File: config.mk
export PLATFORM = sky130hd
export DESIGN_NAME = vga_dither_out_flat
export DESIGN_NICKNAME = d
export VERILOG_FILES = /design/src/rtl/vga_dither_out_if.sv /design/src/rtl/vga_dither_out.sv /design/src/flat_wrapper.sv
export SDC_FILE = /design/constraint.sdc
export NUM_CORES = 1
export LEC_CHECK = 0
export ABC_CLOCK_PERIOD_IN_PS = 1600
export CAP_MARGIN = 30
export CELL_PAD_IN_SITES_DETAIL_PLACEMENT = 2
export CELL_PAD_IN_SITES_GLOBAL_PLACEMENT = 2
export CORE_UTILIZATION = 25
export CTS_BUF_LIST = sky130_fd_sc_hd__clkbuf_4
export DETAILED_ROUTE_END_ITERATION = 8
export GPL_TIMING_DRIVEN = 1
export PLACE_DENSITY = 0.85
export SETUP_SLACK_MARGIN = 0.5
export SYNTH_ARGS = -nofsm -noshare
export SYNTH_HDL_FRONTEND = slang
export SYNTH_SLANG_ARGS = --single-unit
File: constraint.sdc
create_clock -name clk -period 1.6 [get_ports clk]
set_input_delay 0.32 -clock clk [delete_from_list [all_inputs] [get_ports clk]]
set_output_delay 0.32 -clock clk [all_outputs]
set_load 0.02 [all_outputs]
File: src/rtl/vga_dither_out_if.sv
// rtl/vga_dither_out_if.sv - pixel bus between the rbzero core and the dithered VGA output stage
//
// Purpose: bundles the core-side pixel/sync/blank inputs and the aligned VGA-side outputs.
// Signals (core side -> output stage):
//   i_rgb[5:0]    {b[1:0],g[1:0],r[1:0]} colour
//   i_hsync_n     active-low hsync
//   i_vsync_n     active-low vsync
//   i_hblank      horizontal blank
//   i_vblank      vertical blank
//   i_hpos0       hpos[0] of the current pixel
//   i_vpos0       vpos[0] of the current pixel
//   i_dither_en   1: ordered dither, 0: channel MSB
// Signals (output stage -> board):
//   o_rgb[5:0]    registered, blank-masked colour
//   o_rgb1[2:0]   {b,g,r}, 1 bit per channel
//   o_hsync_n     delayed hsync
//   o_vsync_n     delayed vsync
//   o_frame       frames completed since reset
// Modports: master = core/bench side, slave = vga_dither_out.
interface vga_dither_out_if #(
    parameter int FRAME_BITS = 8
);
    logic [5:0]            i_rgb;
    logic                  i_hsync_n;
    logic                  i_vsync_n;
    logic                  i_hblank;
    logic                  i_vblank;
    logic                  i_hpos0;
    logic                  i_vpos0;
    logic                  i_dither_en;
    logic [5:0]            o_rgb;
    logic [2:0]            o_rgb1;
    logic                  o_hsync_n;
    logic                  o_vsync_n;
    logic [FRAME_BITS-1:0] o_frame;

    modport master (
        output i_rgb, i_hsync_n, i_vsync_n, i_hblank, i_vblank,
               i_hpos0, i_vpos0, i_dither_en,
        input  o_rgb, o_rgb1, o_hsync_n, o_vsync_n, o_frame
    );

    modport slave (
        input  i_rgb, i_hsync_n, i_vsync_n, i_hblank, i_vblank,
               i_hpos0, i_vpos0, i_dither_en,
        output o_rgb, o_rgb1, o_hsync_n, o_vsync_n, o_frame
    );
endinterface

File: src/rtl/vga_dither_out.sv
// rtl/vga_dither_out.sv - equal-latency VGA output stage with blank masking, 2x2 ordered dither and frame counter
//
// Purpose: registers the core's colour and syncs through PIPE_STAGES aligned stages, forces
// black during blanking, produces a 1-bit-per-channel ordered-dithered colour alongside the
// undithered 6-bit colour, and counts frames on vblank rising edges.
// Optional feature macro: TEMPORAL_DITHER_EN (rotates the Bayer threshold by o_frame[1:0]).
// Ports:
//   clk    system clock
//   reset  synchronous, active-high
//   bus    vga_dither_out_if.slave: i_* pixel inputs, o_* aligned outputs
// Parameters:
//   PIPE_STAGES  total register stages input to output (1..4)
//   FRAME_BITS   frame counter width (must match the interface)
module vga_dither_out #(
    parameter int PIPE_STAGES = 1,
    parameter int FRAME_BITS  = 8
) (
    input  logic           clk,
    input  logic           reset,
    vga_dither_out_if.slave bus
);

    typedef struct packed {
        logic [5:0] rgb;
        logic [2:0] rgb1;
        logic       hsync_n;
        logic       vsync_n;
    } pix_t;

    localparam pix_t PIX_RESET = '{rgb: 6'd0, rgb1: 3'd0, hsync_n: 1'b1, vsync_n: 1'b1};

    pix_t                  pipe [PIPE_STAGES];
    pix_t                  stage0_d;
    logic [FRAME_BITS-1:0] frame_q;
    logic                  prev_vblank;

    logic                  blank;
    logic [1:0]            c_r, c_g, c_b;
    logic [1:0]            bayer;
    logic [1:0]            bt;

    // Pattern [[0,2],[3,1]] indexed by (vpos0, hpos0).
    assign bayer = {bus.i_vpos0 ^ bus.i_hpos0, bus.i_vpos0};

`ifdef TEMPORAL_DITHER_EN
    logic [1:0] frame_lsb;
    generate
        if (FRAME_BITS >= 2) begin : g_frame_wide
            assign frame_lsb = frame_q[1:0];
        end else begin : g_frame_narrow
            assign frame_lsb = {1'b0, frame_q[0]};
        end
    endgenerate
    // 2-bit add wraps mod 4, so each pixel walks all four thresholds over four frames.
    assign bt = bayer + frame_lsb;
`else
    assign bt = bayer;
`endif

    // Full intensity always lights; otherwise light when the level beats the threshold.
    function automatic logic dither_bit(input logic [1:0] c, input logic [1:0] t);
        return (c == 2'd3) || (c > t);
    endfunction

    always_comb begin
        blank = bus.i_hblank | bus.i_vblank;
        c_r   = blank ? 2'd0 : bus.i_rgb[1:0];
        c_g   = blank ? 2'd0 : bus.i_rgb[3:2];
        c_b   = blank ? 2'd0 : bus.i_rgb[5:4];

        stage0_d         = PIX_RESET;
        stage0_d.rgb     = {c_b, c_g, c_r};
        stage0_d.rgb1    = bus.i_dither_en
                         ? {dither_bit(c_b, bt), dither_bit(c_g, bt), dither_bit(c_r, bt)}
                         : {c_b[1], c_g[1], c_r[1]};
        // Syncs bypass the blank mask and travel in the same stage as the colour.
        stage0_d.hsync_n = bus.i_hsync_n;
        stage0_d.vsync_n = bus.i_vsync_n;
    end

    always_ff @(posedge clk) begin
        if (reset) begin
            for (int i = 0; i < PIPE_STAGES; i++) begin
                pipe[i] <= PIX_RESET;
            end
            // Starting high means a reset released mid-vblank does not count a frame.
            prev_vblank <= 1'b1;
            frame_q     <= '0;
        end else begin
            pipe[0] <= stage0_d;
            for (int i = 1; i < PIPE_STAGES; i++) begin
                pipe[i] <= pipe[i-1];
            end
            prev_vblank <= bus.i_vblank;
            if (bus.i_vblank && !prev_vblank) begin
                frame_q <= frame_q + FRAME_BITS'(1);
            end
        end
    end

    assign bus.o_rgb     = pipe[PIPE_STAGES-1].rgb;
    assign bus.o_rgb1    = pipe[PIPE_STAGES-1].rgb1;
    assign bus.o_hsync_n = pipe[PIPE_STAGES-1].hsync_n;
    assign bus.o_vsync_n = pipe[PIPE_STAGES-1].vsync_n;
    // Frame count is deliberately not pipelined.
    assign bus.o_frame   = frame_q;

endmodule

File: src/flat_wrapper.sv
// flat-port wrapper written by rule: the top's interface ports become plain ports
module vga_dither_out_flat 
#(
    parameter int PIPE_STAGES = 1,
    parameter int FRAME_BITS  = 8
)
  (clk, reset, bus_i_rgb, bus_i_hsync_n, bus_i_vsync_n, bus_i_hblank, bus_i_vblank, bus_i_hpos0, bus_i_vpos0, bus_i_dither_en, bus_o_rgb, bus_o_rgb1, bus_o_hsync_n, bus_o_vsync_n, bus_o_frame);
  vga_dither_out_if #(.FRAME_BITS(FRAME_BITS)) bus_i ();
  input  logic clk;
  input  logic reset;
  input wire logic [$bits(bus_i.i_rgb)-1:0] bus_i_rgb;
  input wire logic [$bits(bus_i.i_hsync_n)-1:0] bus_i_hsync_n;
  input wire logic [$bits(bus_i.i_vsync_n)-1:0] bus_i_vsync_n;
  input wire logic [$bits(bus_i.i_hblank)-1:0] bus_i_hblank;
  input wire logic [$bits(bus_i.i_vblank)-1:0] bus_i_vblank;
  input wire logic [$bits(bus_i.i_hpos0)-1:0] bus_i_hpos0;
  input wire logic [$bits(bus_i.i_vpos0)-1:0] bus_i_vpos0;
  input wire logic [$bits(bus_i.i_dither_en)-1:0] bus_i_dither_en;
  output wire logic [$bits(bus_i.o_rgb)-1:0] bus_o_rgb;
  output wire logic [$bits(bus_i.o_rgb1)-1:0] bus_o_rgb1;
  output wire logic [$bits(bus_i.o_hsync_n)-1:0] bus_o_hsync_n;
  output wire logic [$bits(bus_i.o_vsync_n)-1:0] bus_o_vsync_n;
  output wire logic [$bits(bus_i.o_frame)-1:0] bus_o_frame;
  assign bus_i.i_rgb = bus_i_rgb;
  assign bus_i.i_hsync_n = bus_i_hsync_n;
  assign bus_i.i_vsync_n = bus_i_vsync_n;
  assign bus_i.i_hblank = bus_i_hblank;
  assign bus_i.i_vblank = bus_i_vblank;
  assign bus_i.i_hpos0 = bus_i_hpos0;
  assign bus_i.i_vpos0 = bus_i_vpos0;
  assign bus_i.i_dither_en = bus_i_dither_en;
  assign bus_o_rgb = bus_i.o_rgb;
  assign bus_o_rgb1 = bus_i.o_rgb1;
  assign bus_o_hsync_n = bus_i.o_hsync_n;
  assign bus_o_vsync_n = bus_i.o_vsync_n;
  assign bus_o_frame = bus_i.o_frame;
  vga_dither_out #(.PIPE_STAGES(PIPE_STAGES), .FRAME_BITS(FRAME_BITS)) u_core (.clk(clk), .reset(reset), .bus(bus_i));
endmodule
---- After elaboration in Yosys (flattened, before gate mapping) ----
Memories as Yosys holds them, arrays and structs flattened.
Cells that the tools add are included.
cells by class
  add/sub/neg operators ................... 1
  multiply operators ...................... 0
  div/mod/pow operators ................... 0
  order comparisons ....................... 3
  eq/ne operators ......................... 3
  shifts and indexed selects .............. 0
  mux-type cells .......................... 9
  bitwise operators ....................... 2
  reduce and logical (&&, ||, !) cells .... 6
operators with widths
  cell                                          number
  2-to-1 mux 11 bit                             1
  OR reduction 11 bit                           1
  adder 8 x 1 -> 8 bit (second input constant)  1
  == test 2 bit (second input constant)         3
  > comparator 2 bit                            3
  2-to-1 mux 2 bit                              3
  2-to-1 mux 1 bit                              4
  logical OR 1 bit                              3
  2-to-1 mux 3 bit                              1
  logical AND 1 bit                             1
  logical NOT 1 bit                             1
  OR 1 bit                                      1
  bitwise XOR 1 bit                             1
storage, ports and cells
  flip-flop bits (word level) ............. 9
  bits in latches ......................... 0
  bits in writable memories ............... 11
  memory bits (read-only) ................. 0
  logic and storage cells ................. 27
  memories ................................ 1
memory list
  name         words  bits a word  read ports  clocked after memory_dff  wr ports  RTL line              RTL
  u_core.pipe  1      11           1           0                         1         vga_dither_out.sv:32  pix_t pipe [PIPE_STAGES];

---- Depth between registers and ports, before layout ----
Gate-level depths: netlist of the first run.
  depth after elaboration ................. 6
  mapped depth ............................ 6
  mapped depth without buffers ............ 6

---- Least setup slack after synthesis of the first run ----
Ideal clock, no wire load.
  path kind ............................... reg-to-reg
  start point ............................. register u_core.frame_q[0] (netlist: u_core.bus.o_frame[0])
  end point ............................... register u_core.frame_q[4] (netlist: u_core.bus.o_frame[4])
  setup time .............................. 70 ps
  arrival ................................. 1288 ps
  required time ........................... 1530 ps
  slack ................................... 242 ps
  stages on the path, launching flop included .. 5
  buffers on the path ..................... 0
  period minus slack after synthesis ...... 1358 ps
  cell sequence ........................... dfxtp_1 ha_1 nand3b_1 or3_1 a21oi_1
between the ends
  longest elaborated chain between the ends .. 1
RTL lines
  what                      RTL line              RTL
  start: declaration        vga_dither_out.sv:34  logic [FRAME_BITS-1:0] frame_q;
  start signal: assignment  vga_dither_out.sv:96  frame_q <= frame_q + FRAME_BITS'(1);
  adder 8 x 1 -> 8 bit      vga_dither_out.sv:96
Every way passes these cells.
A chain may end at the register's enable or synchronous reset.

---- Final worst setup path of the first run ----
  start point ............................. register u_core.frame_q[0] (netlist: u_core.bus.o_frame[0])
  end point ............................... register u_core.frame_q[7] (netlist: u_core.bus.o_frame[7])
Same word-level chain as after synthesis.

==> results of run 1 <==
==> power groups by stage <==
stage / Clock, uW / Sequential, uW / Combinational, uW
after floorplan: 0 / 548 / 60.2
final: 263 / 521 / 256
after detailed placement: 0 / 532 / 179
after global placement: 0 / 531 / 170
after global routing: 299 / 523 / 276
after CTS: 257 / 520 / 202
==> cell type report <==
| class | count | area, sq um | share of cell area (%) |
|---|---|---|---|
| multi-input combinational | 68 | 652 | 38.1 |
| timing repair buffer | 56 | 523 | 30.6 |
| sequential | 20 | 434 | 25.4 |
| tap | 46 | 57.6 | 3.36 |
| clock buffer | 3 | 22.5 | 1.32 |
| inverter | 5 | 18.8 | 1.10 |
| clock inverter | 1 | 3.75 | 0.219 |
==> state kept, by name, indices dropped and copies added (netlist names) <==
register / count
u_core.bus.o_frame: 8
u_core.pipe: 11
u_core.prev_vblank: 1
==> through the flow <==
step	utilization, %	power [uW]
detailed placement	40.9	710
finish	51.3	1040
global placement	40.9	701
global route	51.3	1100
CTS	45.4	979
floorplan	-	608
==> worst max-delay path: cells and delay by family, from the launching register on <==
kind	cells	cell delay (ns)
simple gates	2	0.69
flops	1	0.41
compound gates	1	0.13
==> placed cells by master, fill, tap and decap left out, types with 4 or more instances in the layout <==
master / netlist / routed
and2_1: 9 / 6
dfxtp_4: 0 / 4
inv_1: 5 / 5
dfxtp_2: 0 / 15
dlygate4sd2_1: 0 / 7
buf_6: 0 / 25
ha_4: 0 / 7
a21oi_2: 0 / 4
buf_4: 0 / 18
nand2_2: 0 / 7
==> layer usage <==
metal	track usage, %	part of all wire [%]
met1	19.4	37
met2	35.1	59
met3	2.52	2.7
met4	4.55	0.90
met5	0	0
==> path summary, 6_finish.rpt <==
path | start | to | cells past startpoint
hold / removal | bus_i_vblank | u_core.prev_vblank | 3
setup reg to reg | u_core.bus.o_frame[0] | u_core.bus.o_frame[7] | 3
hold reg to reg | u_core.bus.o_frame[7] | u_core.bus.o_frame[7] | 2
setup / recovery | u_core.bus.o_frame[0] | u_core.bus.o_frame[7] | 3
==> what timing repair did <==
action,in CTS,in global routing
hold endpoints to repair,0,0
pin swaps,17,15
endpoints found under the setup margin,36,27
resized for setup,141,46
buffers inserted,8,7
==> logic make-up (layout without fill, tap and decap cells) <==
| logic type | count (synthesis) | count (layout) | synth area share, % |
|---|---|---|---|
| fa+ha+maj | 7 | 7 | 10.1 |
| xor+xnor | 3 | 3 | 3.02 |
| compound gates | 16 | 16 | 10.8 |
| flops | 20 | 20 | 46.0 |
| simple gates | 41 | 41 | 26.4 |
| mux | 1 | 1 | 1.15 |
| buf+inv | 6 | 65 | 2.59 |
==> impl_metrics.csv, run 1 <==
group,metric,value,unit
worst_setup_path,r2r_slack,0.30,ns
worst_setup_path,worstSetupStartpointType,"flop",
sta,fmax,770,MHz
sta,slew_headroom,77.8,%
logic_synthesis,ys_top_cells_by_count,"dfxtp_1, nand2_1, and2_1, a21oi_1, ha_1",
sta,min_period_over_period,81.2,%
final_layout,nFillCells,361,
logic_synthesis,postSynthAreaPerCell,9.26,sq um
worst_setup_path,critical_path.max_stage_delay,0.54,ns
placement,port_buffers,33,
final_layout,drive_above_1_share,67.3,%
die,start_util,26.1,%
placement,place_ws,-0.240,ns
clock_network,ctsHtreeMaxLevel,1,
sta,slew_violations,0,
logic_synthesis,synth_area_leader_cell,"dfxtp_1",
detailed_routing,viasPerCell,4.56,
clock_network,cts_made_buffers,3,
power_and_ir_drop,p_comb_share,24.6,%
final_layout,stdcell_area,1710,sq um
logic_synthesis,ys.flop_type,"dfxtp_1",
sta,rsz0062_at_grt,"true",
detailed_routing,postRouteAntennaNets,0,
logic_synthesis,synthesis.area,871,sq um
worst_setup_path,required,1.84,ns
die,pin_count,34,
logic_synthesis,synth.yosys.seq_area_share,46.0,%
detailed_routing,routed_wl,3440,um
sta,fin_setup_tns,0,ns
global_route,antenna_found_initial,0,
final_layout,fin_cells,199,
logic_synthesis,async_reset_ff_share,0,%
global_route,grt_pass1_wl,4720,um
worst_setup_path,cp_slowest_cell,"or4_4",
die,core_area,3340,sq um
placement,place.gp.congestion,0.819,
global_route,grt_max_degree,12,
final_layout,fin_nets,176,
power_and_ir_drop,p_per_area,608,nW/um^2
clock_network,clkSinkCount,20,
die,rows,21,
hold_path,hold_class,"primary input to flop",
die,die_y,61.0,um
logic_synthesis,synth_fp_nets,116,
detailed_routing,routedWlPerCell,17.3,um
logic_synthesis,synth.most_common_cell,"dfxtp_1",
final_layout,syn2layout_area_growth,96.6,%
power_and_ir_drop,pwr-share-seq,50.1,%
sta,finalSetupViolCount,0,
die,dieArea,3720,sq um
clock_network,ctsHoldBuffers,0,
clock_network,cts.clk_slew.worst_paths,0.12,ns
final_layout,antennaDiodeCount,0,
sta,hold_viol,0,
placement,dpl_cell_area,1370,sq um
worst_setup_path,crit_fanout,4,
placement,dp_cells,180,
global_route,gr-total-overflow,0,
worst_setup_path,path_cells,"nand4b_4, or4_4, a21oi_2",
worst_setup_path,arrival,1.54,ns
clock_network,cts_root_buf,"clkbuf_4",
sta,skew,0.00943,ns
logic_synthesis,ys_seq_elements,20,
clock_network,clkLatencyLatePin,0.31,ns
sta,hold_ws,0.325,ns
power_and_ir_drop,vdd_ir_drop_max,0.000297,V
power_and_ir_drop,p_int,739,uW
placement,post-dp-hpwl,2050,um
logic_synthesis,synth_warnings,0,
detailed_routing,first_iter_violations,31,
logic_synthesis,syn_inst,94,
clock_network,cts_tree,"done",
detailed_routing,dr.pass1.iters,3,
clock_network,cts_buffer_depth,2,
sta,layout_setup_ws,0.301,ns
run,cap_violations,0,
worst_setup_path,critical_path_class,"flop to flop",
power_and_ir_drop,leakage,0.000721,uW
die,die_x,61.0,um
logic_synthesis,ys_top_cells_by_area,"dfxtp_1, ha_1, and2_1",
logic_synthesis,synth_top_area_share,46.0,%
power_and_ir_drop,swShare,28.9,%
logic_synthesis,synth_edf_count,0,
global_route,grt_pass1_vias,962,
detailed_routing,num_vias,908,
global_route,grt_use_total,17.7,%
power_and_ir_drop,pwr-share-clk,25.3,%
detailed_routing,drc,0,
power_and_ir_drop,p_switching,301,uW
sta,tightestPinTransition,0.330,ns
outcome,outcome,"complete, no violations",
sta,min_period,1.30,ns
logic_synthesis,synthDistinctLibCells,23,
worst_setup_path,cp-end-kind,"flop",
Note: power is estimated with default switching activity, not from simulation.
==> inputs of run 2 (changes only) <==
--- a/config.mk
+++ b/config.mk
@@ -5,15 +5,15 @@
 export SDC_FILE = /design/constraint.sdc
 export NUM_CORES = 1
 export LEC_CHECK = 0
-export ABC_CLOCK_PERIOD_IN_PS = 1600
+export ABC_CLOCK_PERIOD_IN_PS = 1100
 export CAP_MARGIN = 30
 export CELL_PAD_IN_SITES_DETAIL_PLACEMENT = 2
 export CELL_PAD_IN_SITES_GLOBAL_PLACEMENT = 2
-export CORE_UTILIZATION = 25
+export CORE_UTILIZATION = 23
 export CTS_BUF_LIST = sky130_fd_sc_hd__clkbuf_4
 export DETAILED_ROUTE_END_ITERATION = 8
 export GPL_TIMING_DRIVEN = 1
-export PLACE_DENSITY = 0.85
+export PLACE_DENSITY = 0.82
 export SETUP_SLACK_MARGIN = 0.5
 export SYNTH_ARGS = -nofsm -noshare
 export SYNTH_HDL_FRONTEND = slang
==> constraint.sdc (replaced) <==
create_clock -name clk -period 1.1 [get_ports clk]
set_input_delay 0.22 -clock clk [delete_from_list [all_inputs] [get_ports clk]]
set_output_delay 0.22 -clock clk [all_outputs]
set_load 0.02 [all_outputs]
==> run 2 against run 1 <==
Routed wire length fell by 12%. Combinational power increased by 39%. Sequential power up 45%. Clock skew decreased by 0.0026 ns. Count of clock-buffer cells in the layout unchanged. Via count unchanged. Die area rose by 8.4%. Utilization fell by 1.1 points. Final cell count increased by 1.0%. The flow now finishes with violations (negative setup slack).
==> impl_metrics.csv, run 2 (synthesis results as in run 1) <==
group,metric,value,unit
global_route,grt_pass1_wl,4660,um
die,pin_count,34,
worst_setup_path,cp-end-kind,"flop",
global_route,gr-total-overflow,0,
sta,slew_headroom,81.8,%
sta,slew_violations,0,
power_and_ir_drop,vdd_ir_drop_max,0.000486,V
sta,hold_ws,0.214,ns
detailed_routing,num_vias,908,
placement,post-dp-hpwl,2140,um
clock_network,ctsHoldBuffers,0,
global_route,grt_util_met1,15.8,%
clock_network,clkSinkCount,20,
sta,rsz0062_at_grt,"true",
run,cap_violations,0,
global_route,grt_max_degree,11,
sta,layout_setup_ws,-0.119,ns
final_layout,final_common_cell,"buf_6",
clock_network,cts.clk_slew.worst_paths,0.11,ns
global_route,grt_pass1_vias,1043,
final_layout,final_cell_mix,"buf_6, buf_4, dfxtp_2",
outcome,violations,"negative setup slack",
die,die_y,63.5,um
die,dieArea,4040,sq um
global_route,grt_use_total,14.9,%
detailed_routing,routedWlPerCell,15.1,um
global_route,met2_usage,29.1,%
die,start_util,25.1,%
clock_network,cts_tree,"done",
hold_path,hold_class,"primary input to flop",
clock_network,clkLatencyLatePin,0.31,ns
worst_setup_path,worstSetupStartpointType,"flop",
clock_network,cts_root_buf,"clkbuf_4",
final_layout,regMostFlops,"u_core.pipe",
global_route,busiest_layer,"met2",
final_layout,largest_reg_flops,11,
die,core_area,3470,sq um
final_layout,syn2layout_area_growth,100,%
placement,place.gp.congestion,0.809,
final_layout,drive_above_1_share,69.0,%
placement,dpl_cell_area,1450,sq um
sta,fin_setup_tns,-0.785,ns
worst_setup_path,arrival,1.47,ns
sta,min_period,1.22,ns
worst_setup_path,required,1.35,ns
worst_setup_path,crit_fanout,3,
power_and_ir_drop,leakage,0.000742,uW
detailed_routing,viasPerCell,4.52,
sta,min_period_over_period,111,%
sta,skew,0.00680,ns
detailed_routing,postRouteAntennaNets,0,
detailed_routing,first_iter_violations,6,
final_layout,fin_nets,179,
global_route,antenna_found_initial,0,
die,rows,21,
final_layout,stdcell_area,1740,sq um
global_route,grt_use_met3,3.26,%
clock_network,cts_made_buffers,3,
detailed_routing,routed_wl,3040,um
die,die_x,63.5,um
power_and_ir_drop,p_per_area,844,nW/um^2
sta,hold_viol,0,
clock_network,cts_buffer_depth,2,
placement,port_buffers,33,
sta,finalSetupViolCount,10,
clock_network,ctsHtreeMaxLevel,1,
worst_setup_path,critical_path_class,"flop to flop",
final_layout,antennaDiodeCount,0,
outcome,outcome,"finished with violations",
detailed_routing,dr.pass1.iters,2,
sta,tightestPinTransition,0.270,ns
detailed_routing,drc,0,
sta,fmax,820,MHz
run 2: changes by cell type in the layout (fill, tap and decap cells not counted), moves of 3 or more:
cell / before / now
nand2_2: 7 / 2
and2_1: 6 / 0
buf_6: 25 / 29
or2_2: 3 / 0
and2_4: 3 / 9
nand2_1: 3 / 8
or2_4: 0 / 3
run 2: worst max-delay path: stages, from the launching register on:
cell      delay [ns]
dfxtp_2         0.35
nand4b_4        0.18
or4_1           0.49
a21oi_1         0.13
run 2: per-layer routing:
| metal | part of all wire, % | vias up |
|---|---|---|
| li1 | - | 442 |
| met1 | 40 | 438 |
| met2 | 56 | 23 |
| met3 | 3.4 | 5 |
| met4 | 1.4 | 0 |
| met5 | 0 | - |
run 2: repair_timing:
action	CTS	global route
pin swaps	19	7
gates resized for setup	160	21
endpoints found under the setup margin	39	36
setup buffers	6	6
run 2: worst paths after layout:
check                             start               endpoint  slack, ns  depth (start not counted)
hold reg to reg   u_core.bus.o_frame[5]  u_core.bus.o_frame[5]       0.54                          2
hold / removal                    reset      u_core.pipe[0][0]       0.21                          2
setup / recovery     u_core.prev_vblank  u_core.bus.o_frame[7]      -0.12                          3
setup reg to reg     u_core.prev_vblank  u_core.bus.o_frame[7]      -0.12                          3
run 2: power breakdown:
group,internal (uW),leakage [uW],total (uW),switching (uW)
clock network,128,0.0000138,358,230
logic,202,0.000557,356,154
registers,739,0.000172,757,17.1
total,1070,0.000742,1470,401
run 2: stage by stage:
step	worst slack (ns)	power [uW]	utilization (%)	std cells
final	-0.119	1470	50.2	201
after global routing	-0.195	1570	50.2	201
after CTS	-0.132	1460	46.6	195
after detailed placement	-0.635	1050	41.8	186
after global placement	-0.553	1030	41.8	186
after floorplan	-0.0616	896	-	94
run 2: layout make-up:
| type | instances | area, sq um |
|---|---|---|
| Fill cell | 376 | 1730 |
| Tap cell | 46 | 57.6 |
| Inverter | 5 | 18.8 |
| Clock buffer | 3 | 22.5 |
| Sequential cell | 20 | 438 |
| Multi-Input combinational cell | 68 | 644 |
| Timing Repair Buffer | 59 | 561 |
